$ cat config.mk
export PLATFORM = sky130hd
export DESIGN_NAME = instruction_fetch_unit
export DESIGN_NICKNAME = d
export VERILOG_FILES = /design/src/rtl/instruction_fetch_unit.sv
export SDC_FILE = /design/constraint.sdc
export NUM_CORES = 1
export LEC_CHECK = 0
export ABC_AREA = 1
export CAP_MARGIN = 20
export CORE_MARGIN = 2
export CORE_UTILIZATION = 57
export CTS_CLUSTER_SIZE = 20
export DETAILED_ROUTE_END_ITERATION = 16
export PLACE_DENSITY = 0.81
export SYNTH_ARGS = -nofsm -noshare
export SYNTH_HDL_FRONTEND = slang
export SYNTH_SLANG_ARGS = --single-unit
$ cat constraint.sdc
create_clock -name clk -period 16.1 [get_ports clk]
set_input_delay 4.025 -clock clk [delete_from_list [all_inputs] [get_ports clk]]
set_output_delay 4.025 -clock clk [all_outputs]
set_load 0.05 [all_outputs]
$ cat src/rtl/instruction_fetch_unit.sv
// Instruction fetch: PC sequencing, one-cycle-latency memory reads, and a small
// prefetch queue handed to decode over a valid/ready handshake.
module instruction_fetch_unit #(
  parameter int unsigned ADDR_WIDTH  = 32,
  parameter int unsigned INST_WIDTH  = 16,
  parameter int unsigned QUEUE_DEPTH = 4,
  parameter logic [ADDR_WIDTH-1:0] RESET_PC = '0
) (
  input  logic                  clk,
  input  logic                  reset,
  output logic                  mem_req,
  output logic [ADDR_WIDTH-1:0] mem_addr,
  input  logic [INST_WIDTH-1:0] mem_inst,
  input  logic                  redirect,
  input  logic [ADDR_WIDTH-1:0] redirect_pc,
  input  logic                  halt,
  output logic                  out_valid,
  input  logic                  out_ready,
  output logic [INST_WIDTH-1:0] out_inst,
  output logic [ADDR_WIDTH-1:0] out_pc,
  output logic                  halted
);

  localparam int unsigned PTR_W = (QUEUE_DEPTH > 1) ? $clog2(QUEUE_DEPTH) : 1;
  localparam int unsigned CNT_W = $clog2(QUEUE_DEPTH + 1);
  localparam int unsigned SUM_W = CNT_W + 1;

  typedef enum logic {RUN, HALTED} state_t;

  state_t                  state, state_nxt;
  logic [ADDR_WIDTH-1:0]   pc;
  logic                    inflight;
  logic [ADDR_WIDTH-1:0]   inflight_pc;
  logic [INST_WIDTH-1:0]   q_inst [QUEUE_DEPTH];
  logic [ADDR_WIDTH-1:0]   q_pc   [QUEUE_DEPTH];
  logic [PTR_W-1:0]        rd_ptr, wr_ptr;
  logic [CNT_W-1:0]        count;
  logic                    has_space;
  logic                    push, pop;

  // Credit check counts the outstanding read so its response always has a slot.
  assign has_space = (SUM_W'(count) + SUM_W'(inflight)) < SUM_W'(QUEUE_DEPTH);

  assign mem_req   = !reset && (state == RUN) && !halt && !redirect && has_space;
  assign mem_addr  = pc;
  assign push      = inflight && !redirect;
  assign out_valid = (count != '0) && !redirect;
  assign pop       = out_valid && out_ready;
  assign out_inst  = q_inst[rd_ptr];
  assign out_pc    = q_pc[rd_ptr];
  assign halted    = (state == HALTED);

  // State register.
  always_ff @(posedge clk or posedge reset) begin
    if (reset) state <= RUN;
    else       state <= state_nxt;
  end

  // Next state: redirect always restarts fetching, halt only acts from RUN.
  always_comb begin
    state_nxt = state;
    if (redirect)                    state_nxt = RUN;
    else if (state == RUN && halt)   state_nxt = HALTED;
  end

  // PC and in-flight read tracking.
  always_ff @(posedge clk or posedge reset) begin
    if (reset) begin
      pc          <= RESET_PC;
      inflight    <= 1'b0;
      inflight_pc <= '0;
    end else if (redirect) begin
      pc       <= redirect_pc;
      inflight <= 1'b0;
    end else begin
      inflight <= mem_req;
      if (mem_req) begin
        inflight_pc <= pc;
        pc          <= pc + ADDR_WIDTH'(1);
      end
    end
  end

  // Prefetch queue; redirect flushes by clearing pointers and occupancy.
  always_ff @(posedge clk or posedge reset) begin
    if (reset) begin
      rd_ptr <= '0;
      wr_ptr <= '0;
      count  <= '0;
      for (int i = 0; i < QUEUE_DEPTH; i++) begin
        q_inst[i] <= '0;
        q_pc[i]   <= '0;
      end
    end else if (redirect) begin
      rd_ptr <= '0;
      wr_ptr <= '0;
      count  <= '0;
    end else begin
      if (push) begin
        q_inst[wr_ptr] <= mem_inst;
        q_pc[wr_ptr]   <= inflight_pc;
        wr_ptr         <= wr_ptr + PTR_W'(1);
      end
      if (pop) rd_ptr <= rd_ptr + PTR_W'(1);
      case ({push, pop})
        2'b10:   count <= count + CNT_W'(1);
        2'b01:   count <= count - CNT_W'(1);
        default: count <= count;
      endcase
    end
  end

endmodule
# Yosys cells after proc, flatten, opt, wreduce, memory -nomap -nowiden
# Cells that the tools add are included.
# word_totals
input_bits,53
ff_bits,265
# classes
bitwise_logic,4
order_cmp,4
reduce_logical,20
n_mux,23
n_addsub,6
eq_ne,2
# op_table
op,count
32-bit 2-to-1 mux,5
128-bit bitwise mux,1
32-bit binary-select mux with 2-bit select,1
64-bit bitwise mux,1
32-bit demux with 2-bit select,1
16-bit 2-to-1 mux,3
32-bit by 1-bit adder with 32-bit output (second input constant),1
16-bit binary-select mux with 2-bit select,1
16-bit demux with 2-bit select,1
1-bit logical AND,9
2-bit 2-to-1 mux,4
2-bit nonzero test,4
3-bit greater-or-equal comparator (second input constant),2
2-bit NOT with 3-bit output,2
3-bit one-hot mux with 2 select lines,1
3-bit nonzero test,2
2-bit by 1-bit adder with 2-bit output (second input constant),2
3-bit by 1-bit adder with 4-bit output,1
4-bit by 3-bit < comparator with 1-bit output (second input constant),1
2-bit AND reduction,2
3-bit by 1-bit adder with 3-bit output (second input constant),1
1-bit logical NOT,3
3-bit by 1-bit < comparator with 1-bit output (second input constant),1
1-bit 2-to-1 mux,3
other kinds (5),6

# Depth between registers and ports, before layout
# Gate-level depths: netlist of the first run.
# depth
ltp_word,7
mapped_depth,10
ltp_nobuf,10

# Least setup slack after synthesis of the first run
# Ideal clock, no wire load.
# synth_timing
path_kind,input -> output
start,input reset
end,output mem_req
path_slack_ns,1.123
path_stages,4
n_path_buf,1
arrival_ns,10.952
cell_sequence,inv_1 nand4_2 inv_2 buf_2
# synth_between
elab_chain_cells,5
# synth_rtl
element,line,text
start: declaration,10,"input logic reset,"
1-bit logical NOT (no line),n/a,
1-bit logical AND (4 in series),44,assign mem_req = !reset && (state == RUN) && !halt && !redirect && has_space;
end: declaration,11,"output logic mem_req,"
# No other way between the ends.

# Worst setup path after layout of the first run
# Same ends and word-level chain as after synthesis.

==> results of run 1 <==
-- where the power goes --
part / switching [mW] / internal [mW] / leakage, nW / total [mW]
sequential: 0.0769 / 0.780 / 3.53 / 0.857
combinational: 0.636 / 0.285 / 2.78 / 0.921
clock: 0.260 / 0.419 / 0.479 / 0.679
-- registers in the layout, indices dropped and copies added, names as in the netlist --
register,cells
count,3
halted,1
inflight,1
inflight_pc,32
mem_addr,32
q_inst,64
q_pc,128
rd_ptr,2
wr_ptr,2
-- final cells by class --
class | instances | area (µm²) | share of cell area
multi-input combinational | 1032 | 4810 | 0.328
clock buffer | 35 | 776 | 0.0530
inverter | 115 | 439 | 0.0300
clock inverter | 14 | 206 | 0.0141
tap | 275 | 344 | 0.0235
timing repair buffer | 147 | 1440 | 0.0984
sequential | 265 | 6630 | 0.453
-- worst max-delay path by stage --
stage	start	to	slack (ps)	cells past startpoint
after floorplan	reset	mem_req	1120	4
after global placement	reset	mem_req	5580	5
after detailed placement	reset	mem_req	5560	5
after CTS	reset	mem_req	5560	5
after global routing	reset	mem_req	5380	5
final	reset	mem_req	5520	5
-- layer usage --
| layer | GRT usage | wire (µm) | vias up |
|---|---|---|---|
| li1 | - | - | 5062 |
| met2 | 0.437 | 14500 | 469 |
| met4 | 0.0645 | 582 | 0 |
| met1 | 0.398 | 13400 | 5141 |
| met5 | 0 | 0 | - |
| met3 | 0.0392 | 2520 | 47 |
-- metrics by stage --
stage               hold WS [ps]  instance area [µm²]  std cells  worst slack (ps)
global route                 489                14600       1883              5380
floorplan                    448                12400       1500              1120
CTS                          483                14600       1883              5560
global placement             461                13700       1834              5580
finish                       480                14600       1883              5520
detailed placement           468                13700       1834              5560
-- cell usage in the layout, fill, tap and decap left out, drive strengths merged --
cell | synthesis | final
bufinv | 0 | 5
o21ai | 340 | 340
clkdlybuf4s50 | 0 | 135
nand3 | 38 | 38
fa | 1 | 1
mux2i | 1 | 1
o211ai | 9 | 9
clkbuf | 55 | 35
nor2 | 159 | 159
or2 | 1 | 1
nand2 | 397 | 397
nand4 | 4 | 4
ha | 5 | 5
a21oi | 6 | 6
and2 | 1 | 1
inv | 115 | 115
dfrtp | 265 | 265
xor2 | 10 | 10
nor3 | 2 | 2
o22ai | 48 | 48
xnor2 | 1 | 1
nand3b | 9 | 9
clkinvlp | 0 | 3
buf | 33 | 12
clkinv | 0 | 6
-- worst reg2reg max path, stage by stage (launching register included) --
cell	delay, ps
dfrtp_1	440
nand3_1	150
nand4_2	110
buf_4	550
nand2_1	690
o21ai_0	380
inv_1	80
nand2_1	70
-- kinds of logic after synthesis --
group | count (synthesis) | share of synthesized area
compound gates | 403 | 0.170
xor+xnor | 11 | 0.00780
fa+ha+maj | 6 | 0.00668
buf+inv | 203 | 0.0742
flops | 265 | 0.537
mux | 1 | 0.000810
simple gates | 611 | 0.204
==> flow_metrics.py, run 1 <==
metrics = {
    "worst_hold_path": {
        "hold_path_end": "q_inst[19]$_DFFE_PP0P_",
        "hold_class": "register to register",
        "worstHoldStart": "q_inst[19]$_DFFE_PP0P_",
        "whs_path_depth": 2,
    },
    "cells_and_area": {
        "utilization": 0.692,
        "syn_to_final_growth_pct": 18.5,
        "finalNetCount": 1647,
        "drive_gt1_frac": 0.0560,
        "num_antenna_cells": 0,
        "fill_cells": 1651,
    },
    "logic_synthesis": {
        "synth_warnings": 0,
        "syn_area_per_cell_um2": 8.24,
        "synth_top_area_share": 0.537,
        "synth_common_cells": "386 x nand2_1, 305 x o21ai_0, 265 x dfrtp_1",
        "synth_area_leaders": "dfrtp_1 54%, o21ai_0 12%, nand2_1 12%",
        "ys_seq_area_frac": 0.537,
        "synthFlopType": "dfrtp_1",
        "synth_cell_types": 33,
        "yosysMostFrequentCell": "nand2_1",
        "yosysTopAreaCell": "dfrtp_1",
        "synth.net_count": 1559,
        "synth-seq-cells": 265,
        "synth_area_um2": 12400,
        "synthCells": 1500,
        "synth_edf_count": 0,
        "async_flop_share": 1.00,
    },
    "cts": {
        "clock_sinks": 265,
        "hold_buffers": 0,
        "ctsResizeCount": 0,
        "numCtsBuffers": 27,
        "insertion_delay_ps": 520,
        "path_clk_slew_ps": 60,
        "cts_setup_buffers": 0,
        "root_buffer": "clkbuf_16",
        "cts.path.max_buffers": 3,
        "htreeDepth": 1,
        "cts_tree": "done",
    },
    "drt": {
        "drtPass1Iterations": 6,
        "drtIter0Drc": 1068,
        "drc_errors": 0,
        "route.vias.total": 10719,
        "antenna_left": 0,
        "route.detailed.wl_per_inst_um": 16.4,
        "via_per_inst": 5.69,
        "finalWirelength_mm": 30.9,
    },
    "die": {
        "initial_utilization": 0.584,
        "die_w_um": 151,
        "rows": 53,
        "die_h_um": 151,
        "die-area_um2": 22900,
        "io_pins": 136,
        "core_um2": 21200,
    },
    "sta": {
        "worst_slew_pin_slew_ps": 1040,
        "min_period_ps": 10580,
        "fin_tns_setup_ps": 0,
        "setup_violations": 0,
        "relSlewSlack": 0.308,
        "rsz0062_at_grt": "no",
        "period_share": 0.657,
        "finClkSkew_ps": 6.82,
        "hold_viol": 0,
        "drv_slew": 0,
        "fmax_mhz": 94.6,
    },
    "placed_design": {
        "hpwl_mm": 18.3,
        "place_congestion": 0.869,
        "portBuffers": 135,
    },
    "global_routing": {
        "grt_first_pass_wirelength_mm": 50.4,
        "antenna_found_initial": 0,
        "grt_usage": 0.273,
        "grt_max_degree": 98,
        "grt_pass1_vias": 10131,
        "grt_overflow": 0,
    },
    "worst_setup_path": {
        "start_kind": "input port",
        "cp_cell_sequence": "clkdlybuf4s50_1 -> inv_8 -> nand4_2 -> inv_2 -> clkdlybuf4s50_1",
        "ff2ff_path_depth": 7,
        "worstPathMaxFanout": 63,
        "slowest_delay_ps": 930,
        "cp.required_ps": 12070,
        "worst_r2r_startpoint": "count[0]$_DFFE_PP0P_",
        "cpMaxStageDelayCell": "clkdlybuf4s50_1",
        "cpMostUsedCell": "clkdlybuf4s50_1",
        "arrival_ps": 6550,
        "reg2reg_to": "mem_addr[22]$_DFFE_PP0P_",
        "critPathTopFamily": "buffers and inverters",
        "path_buf_inv": 4,
        "path_class": "input port to output pin",
        "rrSetupSlack_ps": 13570,
        "end_kind": "output pin",
    },
    "power_and_ir_drop": {
        "leakagePower_nw": 6.79,
        "ir_worst_vdd_mv": 0.0879,
        "total_power_mw": 2.46,
        "powerDensity_nw_per_um2": 168,
    },
    "status": {
        "status": "finished clean",
    },
    "job": {
        "maxCapViolCount": 0,
    },
}
Note: power is estimated with default switching activity, not from simulation.
==> run 2, diff against run 1 <==
--- a/config.mk
+++ b/config.mk
@@ -8,10 +8,10 @@
 export ABC_AREA = 1
 export CAP_MARGIN = 20
 export CORE_MARGIN = 2
-export CORE_UTILIZATION = 57
+export CORE_UTILIZATION = 51
 export CTS_CLUSTER_SIZE = 20
 export DETAILED_ROUTE_END_ITERATION = 16
-export PLACE_DENSITY = 0.81
+export PLACE_DENSITY = 0.76
 export SYNTH_ARGS = -nofsm -noshare
 export SYNTH_HDL_FRONTEND = slang
 export SYNTH_SLANG_ARGS = --single-unit
==> constraint.sdc (replaced) <==
create_clock -name clk -period 9.5 [get_ports clk]
set_input_delay 2.375 -clock clk [delete_from_list [all_inputs] [get_ports clk]]
set_output_delay 2.375 -clock clk [all_outputs]
set_load 0.05 [all_outputs]
==> run 2 against run 1 <==
  * Count of clock-buffer cells in the layout is 4 lower
  * Flip-flop and latch count stayed put
  * Via count is 1.9% lower
  * Hold slack hardly changed
  * Clock power is 80% higher
  * Design area is 0.90% higher
  * Sequential power is 69% higher
  * Combinational power is 67% higher
  * Critical endpoint unchanged
  * Largest cell class unchanged
  * Largest power group unchanged
  * Highest routed layer unchanged
==> flow_metrics.py, run 2 (synthesis results as in run 1) <==
metrics = {
    "status": {
        "status": "finished clean",
    },
    "die": {
        "rows": 56,
        "die_h_um": 160,
        "core_um2": 23600,
        "io_pins": 136,
        "die_w_um": 160,
        "die-area_um2": 25500,
        "initial_utilization": 0.523,
    },
    "sta": {
        "period_share": 0.756,
        "drv_slew": 0,
        "hold_slack_ps": 480,
        "min_period_ps": 7190,
        "rsz0062_at_grt": "no",
        "setup_violations": 0,
        "fmax_mhz": 139,
        "worst_slew_pin_slew_ps": 1020,
        "relSlewSlack": 0.320,
        "hold_viol": 0,
        "finClkSkew_ps": 16.7,
    },
    "power_and_ir_drop": {
        "leakagePower_nw": 6.81,
        "p_sw_mw": 1.65,
        "powerDensity_nw_per_um2": 285,
        "ir_worst_vdd_mv": 0.159,
        "power_frac_clock": 0.290,
        "power_frac_comb": 0.366,
        "intPower_mw": 2.57,
        "p_sw_frac": 0.391,
        "pwr-share-seq": 0.344,
    },
    "cts": {
        "insertion_delay_ps": 530,
        "clock_sinks": 265,
        "cts_setup_buffers": 0,
        "ctsResizeCount": 0,
        "hold_buffers": 0,
        "path_clk_slew_ps": 60,
        "root_buffer": "clkbuf_16",
        "numCtsBuffers": 27,
        "cts.path.max_buffers": 3,
        "cts_tree": "done",
        "htreeDepth": 1,
    },
    "worst_setup_path": {
        "arrival_ps": 4810,
        "ff2ff_path_depth": 7,
        "cp.required_ps": 7130,
        "critPathTopFamily": "buffers and inverters",
        "end_kind": "output pin",
        "cp_cell_sequence": "clkdlybuf4s50_1 -> buf_4 -> nor2_1 -> nand4_2 -> inv_2 -> clkdlybuf4s50_1",
        "cpMaxStageDelayCell": "clkdlybuf4s50_1",
        "crit_start": "redirect",
        "path_class": "input port to output pin",
        "worstPathMaxFanout": 39,
        "reg2reg_to": "mem_addr[24]$_DFFE_PP0P_",
        "start_kind": "input port",
        "worst_r2r_startpoint": "count[0]$_DFFE_PP0P_",
        "critPathCapture": "mem_req",
        "path_buf_inv": 4,
        "cpMostUsedCell": "clkdlybuf4s50_1",
        "rrSetupSlack_ps": 7120,
        "crit_cells": 6,
        "slowest_delay_ps": 930,
    },
    "cells_and_area": {
        "drive_gt1_frac": 0.0566,
        "final_cell_mix": "386 x nand2_1, 305 x o21ai_0, 264 x dfrtp_1, 148 x nor2_1, 135 x clkdlybuf4s50_1",
        "finalNetCount": 1647,
        "reg_top3": "q_pc x128, q_inst x64",
        "register_area_um2": 6630,
        "multi_input_area_um2": 4810,
        "largest-register": "q_pc",
        "utilization": 0.626,
        "largest_reg_flops": 128,
        "num_antenna_cells": 0,
        "final_common_cell": "nand2_1",
        "syn_to_final_growth_pct": 19.6,
        "fill_cells": 2017,
        "design_area_um2": 14800,
    },
    "drt": {
        "finalWirelength_mm": 30.4,
        "route.detailed.wl_per_inst_um": 15.8,
        "drtIter0Drc": 1026,
        "via_per_inst": 5.45,
        "drc_errors": 0,
        "antenna_left": 0,
        "route.vias.total": 10511,
        "drtPass1Iterations": 5,
    },
    "job": {
        "maxCapViolCount": 0,
    },
    "global_routing": {
        "grt_max_degree": 179,
        "grt_first_pass_wirelength_mm": 50.3,
        "grt_overflow": 0,
        "grt_usage": 0.237,
        "antenna_found_initial": 0,
        "grt_pass1_vias": 10051,
    },
    "placed_design": {
        "portBuffers": 135,
        "place_congestion": 0.904,
        "dpl_cell_area_um2": 13700,
        "hpwl_mm": 18.0,
    },
    "worst_hold_path": {
        "hold_class": "register to register",
    },
}
run 2: cell type report:
type | instances | area share
Sequential cell | 265 | 0.449
Clock buffer | 31 | 0.0488
Inverter | 115 | 0.0295
Tap cell | 319 | 0.0270
Clock inverter | 19 | 0.0214
Timing Repair Buffer | 147 | 0.0992
Multi-Input combinational cell | 1032 | 0.325
run 2: worst min-delay path by stage:
stage                      startpoint                     end  depth (start not counted)
5_1_grt        q_inst[35]$_DFFE_PP0P_  q_inst[35]$_DFFE_PP0P_                          2
2_1_floorplan  q_inst[31]$_DFFE_PP0P_  q_inst[31]$_DFFE_PP0P_                          2
4_1_cts          q_pc[80]$_DFFE_PP0P_    q_pc[80]$_DFFE_PP0P_                          2
3_5_place_dp     q_pc[88]$_DFFE_PP0P_    q_pc[88]$_DFFE_PP0P_                          2
3_3_place_gp     q_pc[65]$_DFFE_PP0P_    q_pc[65]$_DFFE_PP0P_                          2
6_report       q_inst[36]$_DFFE_PP0P_  q_inst[36]$_DFFE_PP0P_                          2
run 2: tightest hold or removal path: cells and delay by family (launching register included):
family          cells  cell delay [ps]
flops               1              340
compound gates      1               60
simple gates        1               50
run 2: through the flow:
stage | instances | setup TNS, ps | total power, mW | setup slack, ps
after floorplan | 1500 | -164 | 2.50 | -164
after global placement | 1877 | 0 | 2.99 | 2380
after detailed placement | 1877 | 0 | 3.01 | 2340
after CTS | 1927 | 0 | 4.24 | 2330
after global routing | 1928 | 0 | 4.43 | 2180
final | 1928 | 0 | 4.22 | 2310
run 2: power by group through the flow:
stage,clock network [mW],registers [mW],logic (mW)
after floorplan,0,1.49,1.01
after global placement,0,1.46,1.53
after detailed placement,0,1.46,1.55
after CTS,1.24,1.45,1.55
after global routing,1.29,1.47,1.66
final,1.22,1.45,1.54
run 2: per-layer routing:
metal	routed length [µm]	global-route usage	vias to the layer above
li1	-	-	5057
met1	14000	0.348	4987
met2	13700	0.369	416
met3	2090	0.0361	51
met4	631	0.0674	0
met5	0	0	-
